[config.mk]
export PLATFORM = sky130hd
export DESIGN_NAME = vga_framebuffer_reader
export DESIGN_NICKNAME = d
export VERILOG_FILES = /design/src/rtl/vga_pkg.sv /design/src/rtl/vga_timing_counter.sv /design/src/rtl/vga_framebuffer_reader.sv
export SDC_FILE = /design/constraint.sdc
export NUM_CORES = 1
export LEC_CHECK = 0
export CAP_MARGIN = 20
export CORE_MARGIN = 10
export CORE_UTILIZATION = 60
export DETAILED_ROUTE_END_ITERATION = 7
export PLACE_DENSITY_LB_ADDON = 0.08
export SLEW_MARGIN = 20
export SYNTH_ARGS = -nofsm -noshare
export SYNTH_HDL_FRONTEND = slang
export SYNTH_SLANG_ARGS = --single-unit
[constraint.sdc]
create_clock -name clk -period 7.1 [get_ports clk]
set_input_delay 0.71 -clock clk [delete_from_list [all_inputs] [get_ports clk]]
set_output_delay 0.71 -clock clk [all_outputs]
set_load 0.02 [all_outputs]
[src/rtl/vga_pkg.sv]
// rtl/vga_pkg.sv - shared VGA timing and framebuffer constants
// Purpose: 640x480@60 timing defaults, framebuffer geometry and widths shared by
//   the scan-out reader and the rectangle drawer.
// Ports: none (package).
package vga_pkg;

  // Framebuffer geometry and data widths
  localparam int FB_WIDTH  = 640;
  localparam int FB_HEIGHT = 480;
  localparam int ADDR_W    = 19;
  localparam int DATA_W    = 12;
  localparam int CNT_W     = 10;

  // 640x480@60 porch and sync widths (pixels / lines)
  localparam int VGA_H_FP   = 16;
  localparam int VGA_H_SYNC = 96;
  localparam int VGA_H_BP   = 48;
  localparam int VGA_V_FP   = 10;
  localparam int VGA_V_SYNC = 2;
  localparam int VGA_V_BP   = 33;

  // Per-position attributes decoded from the counters; sync levels are active-low
  typedef struct packed {
    logic active;
    logic hsync_n;
    logic vsync_n;
    logic first;
  } pix_attr_t;

  localparam pix_attr_t PIX_ATTR_IDLE = '{active: 1'b0, hsync_n: 1'b1, vsync_n: 1'b1, first: 1'b0};

endpackage

[src/rtl/vga_timing_counter.sv]
// rtl/vga_timing_counter.sv - pixel-enabled h/v scan counters with sync/active decode
// Purpose: steps the scan position once per pix_tick and decodes the attributes of
//   the position currently held in the counters.
// Ports:
//   clk, reset     clock, asynchronous active-high reset
//   pix_tick_i     advance one position
//   attr_o         active / hsync_n / vsync_n / first for the current position
//   wrap_o         current position is the last of the frame
module vga_timing_counter
  import vga_pkg::*;
#(
  parameter int H_ACTIVE = FB_WIDTH,
  parameter int H_FP     = VGA_H_FP,
  parameter int H_SYNC   = VGA_H_SYNC,
  parameter int H_BP     = VGA_H_BP,
  parameter int V_ACTIVE = FB_HEIGHT,
  parameter int V_FP     = VGA_V_FP,
  parameter int V_SYNC   = VGA_V_SYNC,
  parameter int V_BP     = VGA_V_BP
) (
  input  logic      clk,
  input  logic      reset,
  input  logic      pix_tick_i,
  output pix_attr_t attr_o,
  output logic      wrap_o
);

  localparam int H_TOTAL      = H_ACTIVE + H_FP + H_SYNC + H_BP;
  localparam int V_TOTAL      = V_ACTIVE + V_FP + V_SYNC + V_BP;
  localparam int H_SYNC_START = H_ACTIVE + H_FP;
  localparam int H_SYNC_END   = H_SYNC_START + H_SYNC;
  localparam int V_SYNC_START = V_ACTIVE + V_FP;
  localparam int V_SYNC_END   = V_SYNC_START + V_SYNC;

  logic [CNT_W-1:0] h_cnt_q, h_cnt_d;
  logic [CNT_W-1:0] v_cnt_q, v_cnt_d;
  logic             h_last, v_last;

  assign h_last = (int'(h_cnt_q) == H_TOTAL - 1);
  assign v_last = (int'(v_cnt_q) == V_TOTAL - 1);
  assign wrap_o = h_last && v_last;

  always_comb begin
    h_cnt_d = h_cnt_q;
    v_cnt_d = v_cnt_q;
    if (pix_tick_i) begin
      if (h_last) begin
        h_cnt_d = '0;
        v_cnt_d = v_last ? '0 : v_cnt_q + CNT_W'(1);
      end else begin
        h_cnt_d = h_cnt_q + CNT_W'(1);
      end
    end
  end

  always_ff @(posedge clk or posedge reset) begin
    if (reset) begin
      h_cnt_q <= '0;
      v_cnt_q <= '0;
    end else begin
      h_cnt_q <= h_cnt_d;
      v_cnt_q <= v_cnt_d;
    end
  end

  always_comb begin
    attr_o         = PIX_ATTR_IDLE;
    attr_o.active  = (int'(h_cnt_q) < H_ACTIVE) && (int'(v_cnt_q) < V_ACTIVE);
    attr_o.hsync_n = !((int'(h_cnt_q) >= H_SYNC_START) && (int'(h_cnt_q) < H_SYNC_END));
    attr_o.vsync_n = !((int'(v_cnt_q) >= V_SYNC_START) && (int'(v_cnt_q) < V_SYNC_END));
    attr_o.first   = (h_cnt_q == '0) && (v_cnt_q == '0);
  end

endmodule

[src/rtl/vga_framebuffer_reader.sv]
// rtl/vga_framebuffer_reader.sv - VGA scan-out reader for the RGB444 framebuffer
// Purpose: generates VGA timing, fetches one pixel per active position from the
//   synchronous framebuffer RAM and presents it one pixel period later, aligned
//   with hsync/vsync.
// Ports:
//   clk, reset     clock, asynchronous active-high reset
//   pix_tick       one-clk pixel-rate enable
//   read_enable    one-clk read strobe to the RAM
//   read_addr      pixel address y*H_ACTIVE+x
//   read_data      RAM data, valid READ_LATENCY clks after read_enable
//   hsync, vsync   active-low syncs
//   active_video   rgb carries a visible pixel
//   rgb            pixel colour, 0 in blanking
//   frame_start    one-clk pulse with presentation of (0,0)
//   underrun       sticky: a visible pixel had no data by its presentation tick
module vga_framebuffer_reader
  import vga_pkg::*;
#(
  parameter int H_ACTIVE     = FB_WIDTH,
  parameter int H_FP         = VGA_H_FP,
  parameter int H_SYNC       = VGA_H_SYNC,
  parameter int H_BP         = VGA_H_BP,
  parameter int V_ACTIVE     = FB_HEIGHT,
  parameter int V_FP         = VGA_V_FP,
  parameter int V_SYNC       = VGA_V_SYNC,
  parameter int V_BP         = VGA_V_BP,
  parameter int READ_LATENCY = 2
) (
  input  logic              clk,
  input  logic              reset,
  input  logic              pix_tick,
  output logic              read_enable,
  output logic [ADDR_W-1:0] read_addr,
  input  logic [DATA_W-1:0] read_data,
  output logic              hsync,
  output logic              vsync,
  output logic              active_video,
  output logic [DATA_W-1:0] rgb,
  output logic              frame_start,
  output logic              underrun
);

  localparam logic [ADDR_W-1:0] LAST_ADDR = ADDR_W'(H_ACTIVE * V_ACTIVE - 1);

  pix_attr_t fetch_attr;
  logic      wrap;

  vga_timing_counter #(
    .H_ACTIVE (H_ACTIVE),
    .H_FP     (H_FP),
    .H_SYNC   (H_SYNC),
    .H_BP     (H_BP),
    .V_ACTIVE (V_ACTIVE),
    .V_FP     (V_FP),
    .V_SYNC   (V_SYNC),
    .V_BP     (V_BP)
  ) u_timing (
    .clk        (clk),
    .reset      (reset),
    .pix_tick_i (pix_tick),
    .attr_o     (fetch_attr),
    .wrap_o     (wrap)
  );

  logic [ADDR_W-1:0]       addr_cnt_q, addr_cnt_d;
  logic                    read_enable_q, read_enable_d;
  logic [ADDR_W-1:0]       read_addr_q, read_addr_d;
  logic [READ_LATENCY-1:0] rd_pipe_q, rd_pipe_d;
  logic [DATA_W-1:0]       hold_q, hold_d;
  logic                    captured_q, captured_d;
  pix_attr_t               stage_q, stage_d;
  logic                    hsync_q, hsync_d;
  logic                    vsync_q, vsync_d;
  logic                    active_q, active_d;
  logic [DATA_W-1:0]       rgb_q, rgb_d;
  logic                    frame_start_q, frame_start_d;
  logic                    underrun_q, underrun_d;

  logic                    capture_now;
  logic                    pixel_ready;
  logic [DATA_W-1:0]       pixel_data;

  // Data returning in the same clk as the presentation tick is forwarded directly
  assign capture_now = rd_pipe_q[READ_LATENCY-1];
  assign pixel_ready = captured_q || capture_now;
  assign pixel_data  = capture_now ? read_data : hold_q;

  always_comb begin
    addr_cnt_d    = addr_cnt_q;
    read_enable_d = 1'b0;
    read_addr_d   = read_addr_q;
    hold_d        = hold_q;
    captured_d    = captured_q;
    stage_d       = stage_q;
    hsync_d       = hsync_q;
    vsync_d       = vsync_q;
    active_d      = active_q;
    rgb_d         = rgb_q;
    frame_start_d = 1'b0;
    underrun_d    = underrun_q;

    rd_pipe_d    = '0;
    rd_pipe_d[0] = read_enable_q;
    for (int i = 1; i < READ_LATENCY; i++) begin
      rd_pipe_d[i] = rd_pipe_q[i-1];
    end

    if (capture_now) begin
      hold_d     = read_data;
      captured_d = 1'b1;
    end

    if (pix_tick) begin
      // Fetch for the position now in the counters
      if (fetch_attr.active) begin
        read_enable_d = 1'b1;
        read_addr_d   = addr_cnt_q;
        addr_cnt_d    = (addr_cnt_q == LAST_ADDR) ? '0 : addr_cnt_q + ADDR_W'(1);
      end
      if (wrap) begin
        addr_cnt_d = '0;
      end

      // Present the position fetched on the previous tick
      hsync_d       = stage_q.hsync_n;
      vsync_d       = stage_q.vsync_n;
      active_d      = stage_q.active;
      frame_start_d = stage_q.first;
      rgb_d         = '0;
      if (stage_q.active) begin
        if (pixel_ready) begin
          rgb_d = pixel_data;
        end else begin
          underrun_d = 1'b1;
        end
      end

      // Anything still in flight belongs to the pixel just presented; a late
      // return must not be mistaken for the next pixel's data.
      captured_d = 1'b0;
      rd_pipe_d  = '0;
      stage_d    = fetch_attr;
    end
  end

  always_ff @(posedge clk or posedge reset) begin
    if (reset) begin
      addr_cnt_q    <= '0;
      read_enable_q <= 1'b0;
      read_addr_q   <= '0;
      rd_pipe_q     <= '0;
      hold_q        <= '0;
      captured_q    <= 1'b0;
      stage_q       <= PIX_ATTR_IDLE;
      hsync_q       <= 1'b1;
      vsync_q       <= 1'b1;
      active_q      <= 1'b0;
      rgb_q         <= '0;
      frame_start_q <= 1'b0;
      underrun_q    <= 1'b0;
    end else begin
      addr_cnt_q    <= addr_cnt_d;
      read_enable_q <= read_enable_d;
      read_addr_q   <= read_addr_d;
      rd_pipe_q     <= rd_pipe_d;
      hold_q        <= hold_d;
      captured_q    <= captured_d;
      stage_q       <= stage_d;
      hsync_q       <= hsync_d;
      vsync_q       <= vsync_d;
      active_q      <= active_d;
      rgb_q         <= rgb_d;
      frame_start_q <= frame_start_d;
      underrun_q    <= underrun_d;
    end
  end

  assign read_enable  = read_enable_q;
  assign read_addr    = read_addr_q;
  assign hsync        = hsync_q;
  assign vsync        = vsync_q;
  assign active_video = active_q;
  assign rgb          = rgb_q;
  assign frame_start  = frame_start_q;
  assign underrun     = underrun_q;

endmodule

==> impl_metrics.yaml <==
logic_synthesis:
  postSynthAreaPerCell_sq_um: 10.1
  synth-seq-area-share: 0.555
  netlist_cell_types: 46
  syn_std_cell_area_sq_mm: 0.00429
  yosysWarnings: 0
  postSynthCellCount: 426
  synth_fp_nets: 446
  number_of_enable_type_register_cells_in_the_synthesized_netlist: 0
  synth_top_flop_cell: "dfrtp_1"
  ys_async_sr_fraction: 1.00
  synth_seq_cells: 95
timing:
  timing.final.crit_share: 0.450
  achievable-frequency_mhz: 313
  finClkSkew_ns: 0.0150
  final-setup-viol-count: 0
  max_slew_headroom: 0.396
  final-max-slew-violation-count: 0
  tightestPinTransition_ns: 0.898
  total_negative_slack_for_setup_checks_ns: 0
  final.min_clock_period_ns: 3.20
  unrepaired_setup_endpoints_after_global_routing: "false"
  finalHoldViolations: 0
setup_path:
  timing.critical_path.arrival_ns: 3.50
  timing.critical_path.cells: "clkdlybuf4s50_1 > buf_4 > nand3_1 > nor3_2 > a21oi_4 > nor2_1 > a22o_1"
  crit_path_start_kind: "primary input"
  critical_path.max_fanout: 37
  timing.critical_path.required_ns: 7.40
  slowest_stage: "nor3_2"
  setup.worst_path.end_class: "flip-flop"
  worst_path_dominant_cell_family: "simple AND/OR/NAND/NOR gates"
  critPathBufInv: 2
  critPathKind: "in2reg"
  timing.critical_path.slowest_cell_delay_ns: 0.67
grt:
  globalRouteMet2Util: 0.272
  top_usage_layer: "met2"
  grt_util_met1: 0.209
  grt_first_pass_wirelength_mm: 15.4
  met3_resource_use_gr: 0.0516
  grt_remaining_overflow: 0
  grt_pass1_vias: 3186
  grt_max_degree: 59
  grt_usage: 0.166
  antenna_found_initial: 0
cts:
  postCtsSetupBuffers: 0
  clock_tree_from_tritoncts: "yes"
  cts_buffer_depth: 2
  h_tree_depth: 3
  cts-hold-fix-buffers: 0
  numCtsBuffers: 9
  cts.sinks: 95
  clk_root_buffer_cell: "clkbuf_8"
  post_cts_resized: 0
  worst_setup_hold_path_clk_slew_ns: 0.10
  worst_skew_pair.late_latency_ns: 0.36
drt:
  detail_route.first_pass.iterations: 4
  vias: 3260
  drt-initial-drc-count: 114
  postRouteWirelength_mm: 9.09
  avgViaCountPerCell: 5.66
  drcViolationCount: 0
  antenna_violating_nets_post_route: 0
  detail_route.wl_per_cell_um: 15.8
floorplanning:
  floorplan.initialDensity: 0.625
  pin_count: 52
  floorplan.die_area_sq_mm: 0.0109
  core_sq_mm: 0.00687
  die_width_um: 105
  fp.dieH_um: 105
  rows: 30
power:
  powerDensity_mw_per_mm2: 239
  max-vdd-ir-drop_uv: 175
  power.leakage_nw: 2.19
layout:
  fillerInstances: 519
  antenna_cells_inserted: 0
  flow.area_growth_from_synthesis_pct: 18.8
  final_core_util: 0.742
  nets_finish: 495
  drive_above_1_share: 0.104
placement:
  numPortBuffers: 51
  half_perimeter_wire_length_of_the_detailed_placement_result_mm: 6.29
  gp_congestion: 0.892
run:
  cap_viol_max_count: 0
outcome:
  run_status: "finished, final reports clean"
min_path:
  hold_path_class: "reg2reg"
[synthesized netlist by cell type, drive strengths merged (3+ instances only)]
| library cell | n | area, sq um |
|---|---|---|
| inv | 24 | 90.1 |
| ha | 5 | 62.6 |
| a22o | 11 | 96.3 |
| and3 | 7 | 43.8 |
| o21ai | 33 | 169 |
| nor4 | 5 | 37.5 |
| or3 | 4 | 25.0 |
| nor2 | 22 | 82.6 |
| nand2b | 13 | 81.3 |
| clkbuf | 15 | 56.3 |
| a21o | 7 | 52.6 |
| nand2 | 75 | 282 |
| nor2b | 4 | 25.0 |
| xnor2 | 9 | 78.8 |
| o311ai | 3 | 33.8 |
| nor3 | 12 | 76.3 |
| o22ai | 4 | 25.0 |
| a21oi | 9 | 56.3 |
| mux2 | 16 | 180 |
| nand4 | 10 | 62.6 |
| dfrtp | 91 | 2280 |
| dfstp | 4 | 105 |
| nand3 | 21 | 105 |
[per-stage QoR]
step	setup WS (ns)	cell area, sq um	hold WS [ns]	power, mW	cells
6_report	3.90	5100	0.485	1.22	576
5_1_grt	3.69	5100	0.501	1.28	576
4_1_cts	3.92	5090	0.484	1.23	575
3_5_place_dp	3.53	4880	0.448	0.859	559
3_3_place_gp	3.65	4880	0.449	0.851	559
2_1_floorplan	3.92	4290	0.439	0.778	426
[cells by family after synthesis]
logic type                 synth area share
buffers and inverters                0.0364
adders and majority gates            0.0146
and+or+nand+nor                       0.206
DFF                                   0.555
muxes                                0.0466
AOI/OAI and AO/OA                     0.119
xor gates and xnor gates             0.0225
[worst register-to-register path, stage by stage, from the launching register on]
cell     delay, ns
dfrtp_1       0.46
or3b_1        0.47
nor3_1        0.61
a22oi_1       0.38
buf_4         0.27
a21o_1        0.16
a22o_1        0.22
[final timing paths]
path / from / end / slack, ns / depth (start not counted)
max: pix_tick / addr_cnt_q[9] / 3.90 / 7
min: rd_pipe_q[0] / rd_pipe_q[1] / 0.48 / 1
max reg2reg: u_timing.h_cnt_q[5] / addr_cnt_q[9] / 4.42 / 6
min reg2reg: rd_pipe_q[0] / rd_pipe_q[1] / 0.48 / 1
max in group asynchronous: reset / u_timing.h_cnt_q[5] / 5.22 / 3
min in group asynchronous: reset / read_addr[4] / 0.75 / 2
[routing by layer]
layer / part of all wire / wire length [um]
met1: 0.44 / 4010
met2: 0.50 / 4500
met3: 0.052 / 469
met4: 0.012 / 108
met5: 0 / 0
[area by class of cell]
cell class | instances | area (sq um) | area share
Clock buffer | 10 | 138 | 0.0270
Clock inverter | 6 | 72.6 | 0.0142
Inverter | 24 | 91.3 | 0.0179
Multi-Input combinational cell | 290 | 1750 | 0.344
Sequential cell | 95 | 2380 | 0.467
Tap cell | 96 | 120 | 0.0236
Timing Repair Buffer | 55 | 541 | 0.106
[where the power goes]
group | switching, mW | internal, mW
Sequential | 0.0551 | 0.599
Combinational | 0.100 | 0.0914
Clock | 0.196 | 0.178
Total | 0.351 | 0.868
[cell usage in the layout, fill, tap and decap left out, types with 5 or more instances in the layout]
cell,n
a21o_1,7
a21oi_1,8
a22o_1,11
and3_1,7
clkbuf_8,10
clkdlybuf4s50_1,51
dfrtp_1,91
ha_1,5
inv_1,22
mux2_2,16
nand2_1,75
nand2b_1,13
nand3_1,21
nand4_1,10
nor2_1,22
nor3_1,10
o21ai_0,32
xnor2_1,9
[state kept, by name (all words and copies together), names as in the netlist]
name,count
underrun,1
addr_cnt_q,19
frame_start,1
active_video,1
hsync,1
rd_pipe_q,2
rgb,12
u_timing.h_cnt_q,10
u_timing.v_cnt_q,10
read_enable,1
captured_q,1
hold_q,12
stage_q,4
vsync,1
read_addr,19
No activity file was read; power rests on OpenSTA's default activity.
